File: config.mk
export PLATFORM = sky130hd
export DESIGN_NAME = video_frame_buf_ctrl
export DESIGN_NICKNAME = d
export VERILOG_FILES = /design/src/rtl/vdma_pkg.sv /design/src/rtl/frame_idx_pick.sv /design/src/rtl/video_frame_buf_ctrl.sv
export SDC_FILE = /design/constraint.sdc
export NUM_CORES = 1
export LEC_CHECK = 0
export CAP_MARGIN = 20
export CORE_MARGIN = 2
export CORE_UTILIZATION = 40
export CTS_CLUSTER_DIAMETER = 40
export DETAILED_ROUTE_END_ITERATION = 8
export HOLD_SLACK_MARGIN = 0.02
export PLACE_DENSITY = 0.72
export SYNTH_ARGS = -nofsm -noshare
export SYNTH_HDL_FRONTEND = slang
export SYNTH_SLANG_ARGS = --single-unit
File: constraint.sdc
create_clock -name i_axi_clk -period 8.04 [get_ports i_axi_clk]
set_input_delay 1.608 -clock i_axi_clk [delete_from_list [all_inputs] [get_ports i_axi_clk]]
set_output_delay 1.608 -clock i_axi_clk [all_outputs]
set_load 0.02 [all_outputs]
File: src/rtl/vdma_pkg.sv
// Shared constants for the video frame-buffer scheduler: buffer map defaults,
// index width helper and FSM state encoding.
package vdma_pkg;

    localparam logic [31:0] DEF_FRAME_BASE   = 32'h0000_0000;
    localparam logic [31:0] DEF_FRAME_STRIDE = 32'h0080_0000;

    localparam logic [0:0] WAIT_INIT = 1'b0;
    localparam logic [0:0] RUN       = 1'b1;

    function automatic int FRAME_IDX_W(input int n);
        return (n > 1) ? $clog2(n) : 1;
    endfunction

endpackage

File: src/rtl/frame_idx_pick.sv
// Round-robin buffer picker: first index after i_start_idx (wrapping) that is
// neither the displayed buffer nor, when enabled, the latest completed buffer.
module frame_idx_pick
    import vdma_pkg::*;
#(
    parameter int FRAME_NUM = 3,
    parameter int IDX_W     = FRAME_IDX_W(FRAME_NUM)
) (
    input  logic [IDX_W-1:0] i_start_idx,
    input  logic [IDX_W-1:0] i_excl_a,
    input  logic [IDX_W-1:0] i_excl_b,
    input  logic             i_excl_b_en,
    output logic [IDX_W-1:0] o_pick_idx
);

    always_comb begin
        logic found;
        int   cand;
        o_pick_idx = i_start_idx;
        found      = 1'b0;
        cand       = 0;
        // k = FRAME_NUM lands back on the start index, so the search covers every buffer
        for (int k = 1; k <= FRAME_NUM; k++) begin
            cand = int'(i_start_idx) + k;
            if (cand >= FRAME_NUM) begin
                cand = cand - FRAME_NUM;
            end
            if (!found && (IDX_W'(cand) != i_excl_a) &&
                !(i_excl_b_en && (IDX_W'(cand) == i_excl_b))) begin
                o_pick_idx = IDX_W'(cand);
                found      = 1'b1;
            end
        end
    end

endmodule

File: src/rtl/video_frame_buf_ctrl.sv
// N-buffer frame-pointer scheduler: hands DDR frame base addresses to the camera
// writer and LCD reader so the writer never touches the displayed buffer.
module video_frame_buf_ctrl
    import vdma_pkg::*;
#(
    parameter int                        AXI_ADDR_WIDTH = 32,
    parameter int                        FRAME_NUM      = 3,
    parameter logic [AXI_ADDR_WIDTH-1:0] FRAME_BASE     = AXI_ADDR_WIDTH'(DEF_FRAME_BASE),
    parameter logic [AXI_ADDR_WIDTH-1:0] FRAME_STRIDE   = AXI_ADDR_WIDTH'(DEF_FRAME_STRIDE),
    parameter int                        CNT_WIDTH      = 16
) (
    input  logic                      i_axi_clk,
    input  logic                      i_reset_n,
    input  logic                      i_ddr_init_done,
    input  logic                      i_wr_frame_start,
    input  logic                      i_wr_frame_done,
    input  logic                      i_rd_frame_start,
    output logic [AXI_ADDR_WIDTH-1:0] o_wr_base_addr,
    output logic [AXI_ADDR_WIDTH-1:0] o_rd_base_addr,
    output logic                      o_rd_frame_valid,
    output logic [CNT_WIDTH-1:0]      o_drop_cnt,
    output logic [CNT_WIDTH-1:0]      o_repeat_cnt,
    output logic                      o_seq_err
);

    localparam int               IDX_W   = FRAME_IDX_W(FRAME_NUM);
    localparam logic [IDX_W-1:0] WR_INIT = IDX_W'(1);
    localparam logic [IDX_W-1:0] RD_INIT = '0;

    function automatic logic [AXI_ADDR_WIDTH-1:0] idx_addr(input logic [IDX_W-1:0] idx);
        return FRAME_BASE + AXI_ADDR_WIDTH'(idx) * FRAME_STRIDE;
    endfunction

    logic [0:0]                state_q, state_d;
    logic [IDX_W-1:0]          wr_idx_q, wr_idx_d, rd_idx_q, rd_idx_d, latest_idx_q, latest_idx_d;
    logic                      latest_valid_q, latest_valid_d, latest_fresh_q, latest_fresh_d;
    logic                      wr_busy_q, wr_busy_d, rd_valid_q, rd_valid_d, seq_err_q, seq_err_d;
    logic [CNT_WIDTH-1:0]      drop_cnt_q, drop_cnt_d, repeat_cnt_q, repeat_cnt_d;
    logic [AXI_ADDR_WIDTH-1:0] wr_addr_q, wr_addr_d, rd_addr_q, rd_addr_d;

    // Intermediate state after wr_done and rd_start, seen by the wr_start step
    logic [IDX_W-1:0] rd_idx_m, latest_idx_m, pick_idx;
    logic             latest_valid_m, latest_fresh_m, wr_busy_m, rd_valid_m, seq_err_m;

    logic run_en, wr_done, rd_start, wr_start;

    assign run_en   = (state_q == RUN) && i_ddr_init_done;
    assign wr_done  = run_en && i_wr_frame_done;
    assign rd_start = run_en && i_rd_frame_start;
    assign wr_start = run_en && i_wr_frame_start;

    always_comb begin
        rd_idx_m       = rd_idx_q;
        latest_idx_m   = latest_idx_q;
        latest_valid_m = latest_valid_q;
        latest_fresh_m = latest_fresh_q;
        wr_busy_m      = wr_busy_q;
        rd_valid_m     = rd_valid_q;
        seq_err_m      = seq_err_q;
        drop_cnt_d     = drop_cnt_q;
        repeat_cnt_d   = repeat_cnt_q;
        if (wr_done) begin
            if (wr_busy_q) begin
                latest_idx_m   = wr_idx_q;
                latest_valid_m = 1'b1;
                wr_busy_m      = 1'b0;
                if (latest_fresh_q && (drop_cnt_q != '1)) begin
                    drop_cnt_d = drop_cnt_q + 1'b1;
                end
                latest_fresh_m = 1'b1;
            end else begin
                seq_err_m = 1'b1;
            end
        end
        if (rd_start) begin
            if (latest_fresh_m) begin
                rd_idx_m       = latest_idx_m;
                latest_fresh_m = 1'b0;
                rd_valid_m     = 1'b1;
            end else if (latest_valid_m && (repeat_cnt_q != '1)) begin
                repeat_cnt_d = repeat_cnt_q + 1'b1;
            end
        end
    end

    frame_idx_pick #(
        .FRAME_NUM (FRAME_NUM),
        .IDX_W     (IDX_W)
    ) u_pick (
        .i_start_idx (wr_idx_q),
        .i_excl_a    (rd_idx_m),
        .i_excl_b    (latest_idx_m),
        .i_excl_b_en (latest_valid_m),
        .o_pick_idx  (pick_idx)
    );

    always_comb begin
        state_d        = state_q;
        wr_idx_d       = wr_idx_q;
        rd_idx_d       = rd_idx_m;
        latest_idx_d   = latest_idx_m;
        latest_valid_d = latest_valid_m;
        latest_fresh_d = latest_fresh_m;
        wr_busy_d      = wr_busy_m;
        rd_valid_d     = rd_valid_m;
        seq_err_d      = seq_err_m;
        if (wr_start) begin
            if (wr_busy_m) begin
                seq_err_d = 1'b1;
            end
            wr_busy_d = 1'b1;
            wr_idx_d  = pick_idx;
        end
        if (state_q == WAIT_INIT) begin
            if (i_ddr_init_done) begin
                state_d = RUN;
            end
        end else if (!i_ddr_init_done) begin
            // DDR lost: restart buffer bookkeeping, keep statistics and error flag
            state_d        = WAIT_INIT;
            wr_idx_d       = WR_INIT;
            rd_idx_d       = RD_INIT;
            latest_idx_d   = '0;
            latest_valid_d = 1'b0;
            latest_fresh_d = 1'b0;
            wr_busy_d      = 1'b0;
            rd_valid_d     = 1'b0;
        end
        wr_addr_d = idx_addr(wr_idx_d);
        rd_addr_d = idx_addr(rd_idx_d);
    end

    always_ff @(posedge i_axi_clk or negedge i_reset_n) begin
        if (!i_reset_n) begin
            state_q        <= WAIT_INIT;
            wr_idx_q       <= WR_INIT;
            rd_idx_q       <= RD_INIT;
            latest_idx_q   <= '0;
            latest_valid_q <= 1'b0;
            latest_fresh_q <= 1'b0;
            wr_busy_q      <= 1'b0;
            rd_valid_q     <= 1'b0;
            seq_err_q      <= 1'b0;
            drop_cnt_q     <= '0;
            repeat_cnt_q   <= '0;
            wr_addr_q      <= idx_addr(WR_INIT);
            rd_addr_q      <= idx_addr(RD_INIT);
        end else begin
            state_q        <= state_d;
            wr_idx_q       <= wr_idx_d;
            rd_idx_q       <= rd_idx_d;
            latest_idx_q   <= latest_idx_d;
            latest_valid_q <= latest_valid_d;
            latest_fresh_q <= latest_fresh_d;
            wr_busy_q      <= wr_busy_d;
            rd_valid_q     <= rd_valid_d;
            seq_err_q      <= seq_err_d;
            drop_cnt_q     <= drop_cnt_d;
            repeat_cnt_q   <= repeat_cnt_d;
            wr_addr_q      <= wr_addr_d;
            rd_addr_q      <= rd_addr_d;
        end
    end

    assign o_wr_base_addr   = wr_addr_q;
    assign o_rd_base_addr   = rd_addr_q;
    assign o_rd_frame_valid = rd_valid_q;
    assign o_drop_cnt       = drop_cnt_q;
    assign o_repeat_cnt     = repeat_cnt_q;
    assign o_seq_err        = seq_err_q;

endmodule

=== Yosys cells after proc, flatten, opt, wreduce, memory -nomap -nowiden ===
Index checks and enable logic that the tools add are counted.

* $lt $le $gt $ge: 3
* Bitwise gates (word level): 1
* Mux-type cells: 41
* Eq/ne operators: 8
* Add/subtract/negate cells: 8
* Reduce and logical (&&, ||, !) cells: 21

{| class="wikitable"
|+ Operators by type and width
! cell !! count
|-
| $mux 2 || 17
|-
| $add 16x1->16 const B || 2
|-
| $ne 16x16->1 const B || 2
|-
| $mux 1 || 24
|-
| $logic_and 1x1->1 || 14
|-
| $ge 3x2->1 const B || 3
|-
| $add 2x2->3 const B || 2
|-
| $eq 2x2->1 || 3
|-
| $ne 2x2->1 || 3
|-
| $reduce_and 3->1 || 2
|-
| $sub 2x1->2 const B || 3
|-
| $logic_not 1->1 || 5
|-
| $add 2x1->3 const B || 1
|-
| $not 1->1 || 1
|}

* Bits of input ports: 6
* Word-level logic and storage cells: 93
* Output and inout bits: 98
* Register bits: 44

=== Logic depth before layout (Yosys ltp) ===
Gate-level depths: netlist (run 1).

* Depth in word-level cells: 19
* Mapped depth: 12
* Mapped depth without buffers: 10

=== Modules after synthesis ===
Synthesis (run 1) repeated with hierarchy kept, for this count alone.

* Cell total of the unflattened synthesis: 316
* Area, all modules: 2932.8 um^2

{| class="wikitable"
|+ Modules (own cells, without submodules)
! module !! area each (um^2) !! cells an instance !! instances !! seq. area each (um^2)
|-
| video_frame_buf_ctrl || 2534.9 || 259 || 1 || 1102.3
|-
| frame_idx_pick || 397.9 || 57 || 1 || 0.0
|}

=== Least setup slack after synthesis (run 1) ===
Ideal clock, no wire load.

* Path type: in2reg
* From: input i_wr_frame_done
* To: register wr_addr_q[23], in the netlist o_wr_base_addr[23]
* Slack: 4.719 ns
* Arrival: 3.243 ns
* Data required time: 7.962 ns
* Path buffers: 1
* Setup time: 0.078 ns
* Cell stages on the path: 9
* Cell sequence: buf_4 a21oi_1 nor2_4 a2bb2oi_4 xnor2_1 or3_1 o211a_2 a211o_1 and3_1

* Cells in the longest elaborated chain, start to end: 18
* Elaborated cells between the ends (all ways): 33
* Classes of those cells: 6 x eq/ne; 13 x mux; 14 x reduce/logical

{| class="wikitable"
|+ Ends and longest elaborated chain
! item !! RTL line !! RTL
|-
| start, declared || video_frame_buf_ctrl.sv:16 || <nowiki>input logic i_wr_frame_done,</nowiki>
|-
| $logic_and 1x1->1 (*) || video_frame_buf_ctrl.sv:48 || <nowiki>assign wr_done = run_en && i_wr_frame_done;</nowiki>
|-
| $mux 2 or $mux 1 (tied branches) || video_frame_buf_ctrl.sv:62 || <nowiki>if (wr_done) begin</nowiki>
|-
| $mux 2 or $eq 2x2->1 (tied branches) || video_frame_buf_ctrl.sv:76, frame_idx_pick.sv:29 ||
|-
| $mux 2 or $logic_and 1x1->1 (tied branches) || video_frame_buf_ctrl.sv:75, frame_idx_pick.sv:29 ||
|-
| $ne 2x2->1 or $logic_not 1->1 (tied branches) || frame_idx_pick.sv:28, frame_idx_pick.sv:29 ||
|-
| $logic_and 1x1->1 || frame_idx_pick.sv:28 || <nowiki>if (!found && (IDX_W'(cand) != i_excl_a) &&</nowiki>
|-
| $mux 1 || frame_idx_pick.sv:28 ||
|-
| $logic_not 1->1 || frame_idx_pick.sv:28 ||
|-
| $logic_and 1x1->1 (2 in a row) || frame_idx_pick.sv:28 ||
|-
| $mux 1 || frame_idx_pick.sv:28 ||
|-
| $logic_not 1->1 || frame_idx_pick.sv:28 ||
|-
| $logic_and 1x1->1 (2 in a row) || frame_idx_pick.sv:28 ||
|-
| $mux 2 (*) || frame_idx_pick.sv:28 ||
|-
| $mux 2 (*) || video_frame_buf_ctrl.sv:107 || <nowiki>if (wr_start) begin</nowiki>
|-
| $mux 2 || video_frame_buf_ctrl.sv:118 || <nowiki>end else if (!i_ddr_init_done) begin</nowiki>
|-
| $mux 2 (*) || video_frame_buf_ctrl.sv:114 || <nowiki>if (state_q == WAIT_INIT) begin</nowiki>
|-
| named net wr_addr_d[23] || video_frame_buf_ctrl.sv:39 || <nowiki>logic [AXI_ADDR_WIDTH-1:0] wr_addr_q, wr_addr_d, rd_addr_q, rd_addr_d;</nowiki>
|-
| end signal, assigned || video_frame_buf_ctrl.sv:146 || <nowiki>wr_addr_q <= idx_addr(WR_INIT);</nowiki>
|-
| end signal, assigned || video_frame_buf_ctrl.sv:160 || <nowiki>wr_addr_q <= wr_addr_d;</nowiki>
|-
| end, declared || video_frame_buf_ctrl.sv:39 ||
|}

The timed path passes the listed nets; every way through them passes the cells marked *.
A chain may end at the register's enable or synchronous reset.

=== Worst setup path in the final report (run 1) ===
* From: input i_ddr_init_done
* To: register wr_addr_q[23], in the netlist o_wr_base_addr[23]

* Cells in the longest elaborated chain, start to end: 19
* Elaborated cells between the ends (all ways): 36
* Classes of those cells: 6 x eq/ne; 13 x mux; 17 x reduce/logical

{| class="wikitable"
|+ Ends and longest elaborated chain
! item !! RTL line !! RTL
|-
| start, declared || video_frame_buf_ctrl.sv:14 || <nowiki>input logic i_ddr_init_done,</nowiki>
|-
| $logic_and 1x1->1 || video_frame_buf_ctrl.sv:47 || <nowiki>assign run_en = (state_q == RUN) && i_ddr_init_done;</nowiki>
|-
| $logic_and 1x1->1 || video_frame_buf_ctrl.sv:48 ||
|-
| $mux 2 or $mux 1 (tied branches) || video_frame_buf_ctrl.sv:62 ||
|-
| $mux 2 or $eq 2x2->1 (tied branches) || video_frame_buf_ctrl.sv:76, frame_idx_pick.sv:29 ||
|-
| $mux 2 or $logic_and 1x1->1 (tied branches) || video_frame_buf_ctrl.sv:75, frame_idx_pick.sv:29 ||
|-
| $ne 2x2->1 or $logic_not 1->1 (tied branches) || frame_idx_pick.sv:28, frame_idx_pick.sv:29 ||
|-
| $logic_and 1x1->1 || frame_idx_pick.sv:28 ||
|-
| $mux 1 || frame_idx_pick.sv:28 ||
|-
| [3 not listed] || - ||
|-
| $mux 1 || frame_idx_pick.sv:28 ||
|-
| $logic_not 1->1 || frame_idx_pick.sv:28 ||
|-
| $logic_and 1x1->1 (2 in a row) || frame_idx_pick.sv:28 ||
|-
| $mux 2 || frame_idx_pick.sv:28 ||
|-
| $mux 2 || video_frame_buf_ctrl.sv:107 ||
|-
| $mux 2 || video_frame_buf_ctrl.sv:118 ||
|-
| $mux 2 (*) || video_frame_buf_ctrl.sv:114 ||
|-
| named net wr_addr_d[23] || video_frame_buf_ctrl.sv:39 ||
|}

Marked as above.

==> metrics.txt, run 1 <==
Post-CTS Hold Buffers=0; DP HPWL=4260 um; clock buffer depth=2; R2R depth=10; HP Class=flop to flop; hold_sp=o_seq_err$_DFF_PN0_; Worst VDD drop=84.2 uV; CP Max Fanout=13; cell family with most CP delay=buffers and inverters; asr flop ratio synth=100%; Clock Sinks=44; num rows=31; Final period util=48.2%; WP buf/inv=1; Synthesis Warnings=0; f_max=0.258 GHz; CP dominant cell by count=a211o_1; worst-margin pin slew=0.577 ns; relative slew slack=61.4%; Largest stage delay, worst path=0.83 ns; CTS tree=yes; hold endpoint=o_seq_err$_DFF_PN0_; Initial DRC Count=158; RSZ-0062 raised after global routing=false; Yosys cell types=53; drt drc=0; post-CTS setup buffers=0; post-CTS sizing=0; Pins Over Slew Limit=0; leakage=0.00150 uW; htree depth=2; GRT overflow=0; clock skew=0.0119 ns; slowest CP cell=clkdlybuf4s50_1; WL/cell=13.0 um; Reg area=1100 sq um; global-route wire length before repair=9650 um; most frequent cells in the layout=conb_1, dfrtp_1, clkdlybuf4s50_1; WP data arrival=4.12 ns; Final Total Pwr=689 uW; final core occ=46.3%; max cap viols=0; number of synthesized flops with an enable pin=0; Final Hold Viols=0; final WL=5780 um; Crit Reg-Reg Endpoint=o_wr_base_addr[23]$_DFF_PN1_; Post-Synthesis Cells=304; GPL Wtd Cong=0.840; CTS Root Cell=clkbuf_8; Num CTS Buffers=5; crit path cell chain=clkdlybuf4s50_1, nand4_4, nand4b_1, o211ai_2, nand2_2, mux2_4, a211o_1, a211o_1, and3_1; kind of critical path=input pin to flop; PnR worst setup slack=4.16 ns; antenna-violating nets left=0; via count=2117; Worst setup SP type=input pin; Multi-input gate area=1540 sq um; synthesized area=2960 sq um; core area=7210 sq um; initial core utilization=41.0%; Yosys reg bits=44; die span in y=90.0 um; share of cells above drive strength 1=8.93%; pre-CTS setup slack=3.86 ns; fillers=699; I/O pins=104; ant diodes=0; sequential share of the synthesized area=37.3%; # setup viols final=0; vias per inst=4.75; largest net degree at the start of global routing=45; die area=8100 sq um; Synth Flop Type=dfrtp_1; status=complete, no violations; vias in the first global route=1961; GRT Util Overall=14.4%; antenna violations before repair=0; DR pass1 iterations=4; commonest non-fill, non-tap cell in the layout=conb_1; Worst Setup End Kind=flop; Hold Path Cell Cnt=1; Min Clock Period, post-route=3.88 ns; Clock Latency Late Sink=0.31 ns; synthesis-to-finish area growth=13.0%; CP required=8.28 ns; Final Instance Area=3340 sq um; Placed Area=3220 sq um; port bufs=43; worst r2r src=o_wr_base_addr[23]$_DFF_PN1_; fin nets=357; TNS Setup=0 ns; CTS clk-pin slew, worst paths=0.09 ns; PwrDens=206 nW/um^2; synthesized area per cell=9.73 sq um; Die Wd=90.0 um; R2R Setup Slk=5.24 ns
-- worst reg2reg max path: cells and delay by family (launching register included) --
| family | cells | cell delay [ns] |
|---|---|---|
| buffers and inverters | 1 | 0.15 |
| muxes | 1 | 0.29 |
| xor gates and xnor gates | 1 | 0.24 |
| and+or+nand+nor | 3 | 0.33 |
| DFF | 1 | 0.70 |
| adders and majority gates | 1 | 0.30 |
| AOI/OAI and AO/OA | 3 | 0.73 |
-- logic make-up (layout without fill, tap and decap cells) --
family	Yosys count	after routing	share of synthesized area, %
DFF	44	44	37.3
and+or+nand+nor	94	94	17.7
adders and majority gates	5	5	2.12
buffers and inverters	77	61	18.2
xor gates and xnor gates	39	39	11.6
muxes	7	7	2.62
other	1	60	0.127
AOI/OAI and AO/OA	37	37	10.5
-- cell usage after synthesis, drive strengths merged (2+ instances only) --
cell | instances | area [sq um]
buf | 64 | 488
dfrtp | 43 | 1080
xnor2 | 28 | 245
nand2 | 24 | 92.6
nor2 | 21 | 88.8
nand3 | 19 | 118
nand4 | 11 | 83.8
xor2 | 11 | 96.3
and3 | 9 | 56.3
inv | 9 | 33.8
o21ai | 8 | 40.0
a21oi | 6 | 30.0
ha | 5 | 62.6
clkbuf | 4 | 15.0
mux2i | 4 | 40.0
a22o | 3 | 26.3
mux2 | 3 | 37.5
nor3 | 3 | 15.0
a211o | 2 | 17.5
a2bb2oi | 2 | 41.3
and4 | 2 | 20.0
o22ai | 2 | 18.8
o32a | 2 | 20.0
or3 | 2 | 12.5
-- flip-flops by register name, summed over array words and instances (netlist names) --
register and flops:
o_rd_frame_valid 1, latest_valid_q 1, wr_busy_q 1, o_seq_err 1
o_rd_base_addr 2, state_q 1, o_wr_base_addr 2, o_drop_cnt 16
latest_idx_q 2, latest_fresh_q 1, o_repeat_cnt 16
-- metrics by stage --
step           cells  hold slack [ns]
3_3_place_gp     437            0.452
4_1_cts          445            0.481
6_report         446            0.476
5_1_grt          446            0.514
3_5_place_dp     437            0.461
2_1_floorplan    363            0.568
-- worst max path at each step --
stage | start | to | slack (ns) | cells past startpoint
final | i_ddr_init_done | o_wr_base_addr[23]$_DFF_PN1_ | 4.16 | 9
after global routing | i_ddr_init_done | o_repeat_cnt[12]$_DFFE_PN0P_ | 3.98 | 8
after CTS | i_ddr_init_done | o_wr_base_addr[23]$_DFF_PN1_ | 4.18 | 9
after detailed placement | i_ddr_init_done | o_wr_base_addr[23]$_DFF_PN1_ | 3.86 | 9
after global placement | i_ddr_init_done | o_wr_base_addr[23]$_DFF_PN1_ | 3.89 | 9
after floorplan | i_wr_frame_done | o_wr_base_addr[23]$_DFF_PN1_ | 4.72 | 9
-- where the power goes --
part	internal (uW)	total (uW)	switching, uW
sequential	240	273	33.0
combinational	109	266	157
clock	69.6	150	80.1
total	419	689	270
-- per-layer routing --
layer | global-route usage [%] | wire length, um | vias to the layer above
li1 | - | - | 1001
met1 | 18.8 | 2560 | 1040
met2 | 23.9 | 2850 | 70
met3 | 3.27 | 320 | 6
met4 | 4.23 | 46 | 0
met5 | 0 | 0 | -
-- cell type report --
type / instances / share of cell area (%)
clock buffers: 6 / 2.47
clock inverters: 2 / 0.449
inverters: 9 / 1.01
multi-input cells: 242 / 46.1
flip-flops and latches: 44 / 33.0
well taps: 99 / 3.71
repair buffers: 44 / 13.3
(Power assumes the default switching activity.)
==> run 2: changes to the inputs <==
Clock period 8.04 ns to 3.7 ns, I/O delays scaled along.
==> run 2 against run 1 <==
Clock power up 110%. Power up 120%. Critical path depth up 1. Highest routed layer unchanged. Flip-flop and latch count unchanged. Clock skew down 0.0030 ns. Count of clock-buffer cells in the layout unchanged.
==> metrics.txt, run 2 (synthesized netlist as in run 1, its figures left out) <==
# setup viols final=0; most frequent cells in the layout=conb_1, dfrtp_1, clkdlybuf4s50_1; port bufs=43; num rows=31; kind of critical path=flop to flop; WP data arrival=3.06 ns; PnR worst setup slack=0.862 ns; CP Max Fanout=13; Initial DRC Count=159; HP Class=input pin to async pin; die area=8100 sq um; PwrDens=442 nW/um^2; CTS clk-pin slew, worst paths=0.08 ns; Min Clock Period, post-route=2.84 ns; CTS tree=yes; GPL Wtd Cong=0.815; clock skew=0.00886 ns; final cell count without fillers=449; Post-CTS Hold Buffers=0; worst r2r src=o_wr_base_addr[23]$_DFF_PN1_; Clock Sinks=44; Final Hold Viols=0; Num CTS Buffers=5; largest net degree at the start of global routing=45; Worst setup SP type=flop; htree depth=2; GRT Util Overall=13.8%; die span in y=90.0 um; antenna-violating nets left=0; share of cells above drive strength 1=9.71%; Final period util=76.7%; critical path startpoint=o_wr_base_addr[23]$_DFF_PN1_; DP HPWL=4150 um; CP required=3.93 ns; commonest non-fill, non-tap cell in the layout=conb_1; fin nets=360; max cap viols=0; final WL=5560 um; synthesis-to-finish area growth=13.8%; core area=7210 sq um; ant diodes=0; status=complete, no violations; GRT overflow=0; leakage=0.00152 uW; TNS Setup=0 ns; I/O pins=104; RSZ-0062 raised after global routing=false; post-CTS sizing=0; antenna violations before repair=0; Worst VDD drop=168 uV; clock buffer depth=2; drt drc=0; Final Total Pwr=1490 uW; dpl cells=440; final hold slack=0.322 ns; Die Wd=90.0 um; R2R Setup Slk=0.86 ns; f_max=0.352 GHz; post-CTS setup buffers=0; vias in the first global route=2008; initial core utilization=41.0%; WL/cell=12.4 um; CTS Root Cell=clkbuf_8; pre-CTS setup slack=0.608 ns; Clock Latency Late Sink=0.29 ns; Worst Setup End Kind=flop; vias per inst=4.69; Pins Over Slew Limit=0; global-route wire length before repair=9420 um; DR pass1 iterations=4; via count=2108
run 2: cell count changes in the layout (fill, tap and decap cells not counted), sizes merged:
cell  previous run  this run
buf              2         5
run 2: per-stage QoR:
step                      instance area, sq um  util (%)
final                                     3360      46.6
after global routing                      3360      46.6
after CTS                                 3340      46.4
after detailed placement                  3250      45.0
after global placement                    3250      45.0
after floorplan                           3180         -
run 2: worst paths after layout:
| path | endpoint | cells after the start |
|---|---|---|
| setup / recovery | o_wr_base_addr[23]$_DFF_PN1_ | 10 |
| hold / removal | o_rd_frame_valid$_DFF_PN0_ | 1 |
| setup reg to reg | o_wr_base_addr[23]$_DFF_PN1_ | 10 |
| hold reg to reg | o_seq_err$_DFF_PN0_ | 1 |
| max in group asynchronous | o_drop_cnt[3]$_DFFE_PN0P_ | 2 |
| min in group i_axi_clk | o_seq_err$_DFF_PN0_ | 1 |
run 2: where the power goes:
part	switching (uW)	leakage, uW	total, uW	internal [uW]
registers	67.6	0.000594	588	521
logic	343	0.000881	584	241
clock network	165	0.0000434	316	151
total	576	0.00152	1490	912
run 2: worst max-delay path, stage by stage (launching register included):
cell and delay [ns]:
dfstp_2 0.70, inv_1 0.15, ha_1 0.30, xnor2_1 0.25, nand2_1 0.10, o211ai_2 0.20
nand2_2 0.09, mux2_4 0.29, a211o_1 0.29, a211o_1 0.26, and3_1 0.14
run 2: layer usage:
layer	global-route usage, %	share of wire [%]	vias up
li1	-	-	1005
met1	18.3	45	1027
met2	23.6	50	72
met3	2.93	4.9	4
met4	2.69	0.49	0
met5	0	0	-
run 2: layout make-up:
type | instances | area [sq um]
fill | 692 | 3850
multi-input combinational | 242 | 1540
sequential | 44 | 1100
timing repair buffer | 47 | 468
tap | 99 | 124
clock buffer | 6 | 82.6
inverter | 9 | 33.8
clock inverter | 2 | 15.0
==> run 3: changes to the inputs <==
Clock period 3.7 ns to 2.7 ns, I/O delays scaled along.
==> run 3 against run 2 <==
Wire length is 5.2% higher. Clock skew is essentially flat. Worst hold slack worse by 0.18 ns. Non-clock buffer count rose by 25. Sequential power up 33%. Critical endpoint unchanged. Flip-flop and latch count unchanged. Via count up 2.9%.
==> metrics.txt, run 3 (synthesized netlist as in run 1, its figures left out) <==
Worst VDD drop=313 uV; power share of the clock group=22.9%; Max Used Layer=met4; GRT overflow=0; f_max=0.390 GHz; I/O pins=104; Clock Latency Late Sink=0.30 ns; met2 wire length=2830 um; most frequent cells in the layout=conb_1, dfrtp_1, clkdlybuf4s50_1; fin nets=385; vias in the first global route=2044; commonest non-fill, non-tap cell in the layout=conb_1; final core occ=49.4%; Clock Sinks=44; via count=2170; status=complete, no violations; WP data arrival=2.80 ns; Switch Pwr=841 uW; Placed Area=3450 sq um; die span in y=90.0 um; largest net degree at the start of global routing=29; clock skew=0.00838 ns; Multi-input gate area=1550 sq um; num rows=31; dpl cells=466; # setup viols final=0; CTS tree=yes; met3 WL=274 um; Flop pwr share=34.4%; DP HPWL=4530 um; CTS clk-pin slew, worst paths=0.09 ns; WL/cell=12.3 um; ant diodes=0; HP Class=input pin to async pin; Comb pwr share=42.7%; final hold slack=0.143 ns; kind of critical path=flop to flop; vias per inst=4.58; Min Clock Period, post-route=2.56 ns; max cap viols=0; antenna-violating nets left=0; Initial DRC Count=89; drt drc=0; core area=7210 sq um; die area=8100 sq um; PwrDens=637 nW/um^2; final cell count without fillers=474; M1 WL=2700 um; global-route wire length before repair=9560 um; antenna violations before repair=0; Worst Setup End Kind=flop; CTS Root Cell=clkbuf_8; Cell Int Power=1430 uW; CP Max Fanout=4; port bufs=43; RSZ-0062 raised after global routing=false; Switching Fraction=37.0%; Die Wd=90.0 um; leakage=0.00165 uW; initial core utilization=41.0%; final WL=5850 um; Worst setup SP type=flop; fillers=651; CP required=2.94 ns; Pins Over Slew Limit=0; clock buffer depth=2; GRT Util Overall=14.3%; Final period util=94.8%; synthesis-to-finish area growth=20.7%; GPL Wtd Cong=0.902; Reg area=1100 sq um; Final Hold Viols=0; DR pass1 iterations=4; htree depth=2; Final Instance Area=3570 sq um; share of cells above drive strength 1=16.3%; Num CTS Buffers=5
-- run 3: final cells by class --
cell class	instances	area share, %
clock inverters	3	1.30
well taps	99	3.47
inverters	9	0.947
clock buffers	5	1.93
repair buffers	72	18.0
flip-flops and latches	44	30.9
multi-input cells	242	43.4
-- run 3: through the flow --
step	worst slack, ns	setup TNS (ns)	total power, uW
final	0.139	0	2270
after global placement	-0.0690	-0.132	1750
after floorplan	0.0278	0	1490
after detailed placement	-0.137	-0.262	1760
after global routing	0.00879	0	2420
after CTS	0.138	0	2290
-- run 3: timing repair --
action	in CTS	in global routing
resized for setup	0	1
hold endpoints to repair	0	0
setup buffers	0	0
setup endpoints to repair	0	1
hold buffers	0	0
-- run 3: power groups by stage --
stage | combinational (uW) | sequential, uW | clock, uW
3_3_place_gp | 956 | 792 | 0
5_1_grt | 1060 | 795 | 567
3_5_place_dp | 964 | 794 | 0
2_1_floorplan | 661 | 829 | 0
6_report | 971 | 781 | 521
4_1_cts | 968 | 782 | 537
-- run 3: worst max-delay path, cell delays in order, from the launching register on --
cell      delay [ns]
dfstp_2         0.54
inv_1           0.08
ha_1            0.30
xnor2_1         0.24
nand4b_1        0.16
o211ai_2        0.12
nand2_2         0.09
mux2_4          0.29
a211o_1         0.28
a211o_1         0.26
and3_1          0.14
-- run 3: per-layer routing --
metal	track usage, %	up-vias
met5	0	-
met2	24.1	67
met4	3.72	0
met1	18.7	1045
li1	-	1053
met3	3.19	5
-- run 3: worst paths after layout --
check	start	to	slack [ns]	cells past startpoint
max	o_wr_base_addr[23]$_DFF_PN1_	o_wr_base_addr[23]$_DFF_PN1_	0.14	10
min	i_reset_n	o_repeat_cnt[11]$_DFFE_PN0P_	0.14	1
max reg2reg	o_wr_base_addr[23]$_DFF_PN1_	o_wr_base_addr[23]$_DFF_PN1_	0.14	10
min reg2reg	o_seq_err$_DFF_PN0_	o_seq_err$_DFF_PN0_	0.49	1
max in group asynchronous	i_reset_n	o_drop_cnt[1]$_DFFE_PN0P_	1.86	2
min in group i_axi_clk	o_seq_err$_DFF_PN0_	o_seq_err$_DFF_PN0_	0.49	1
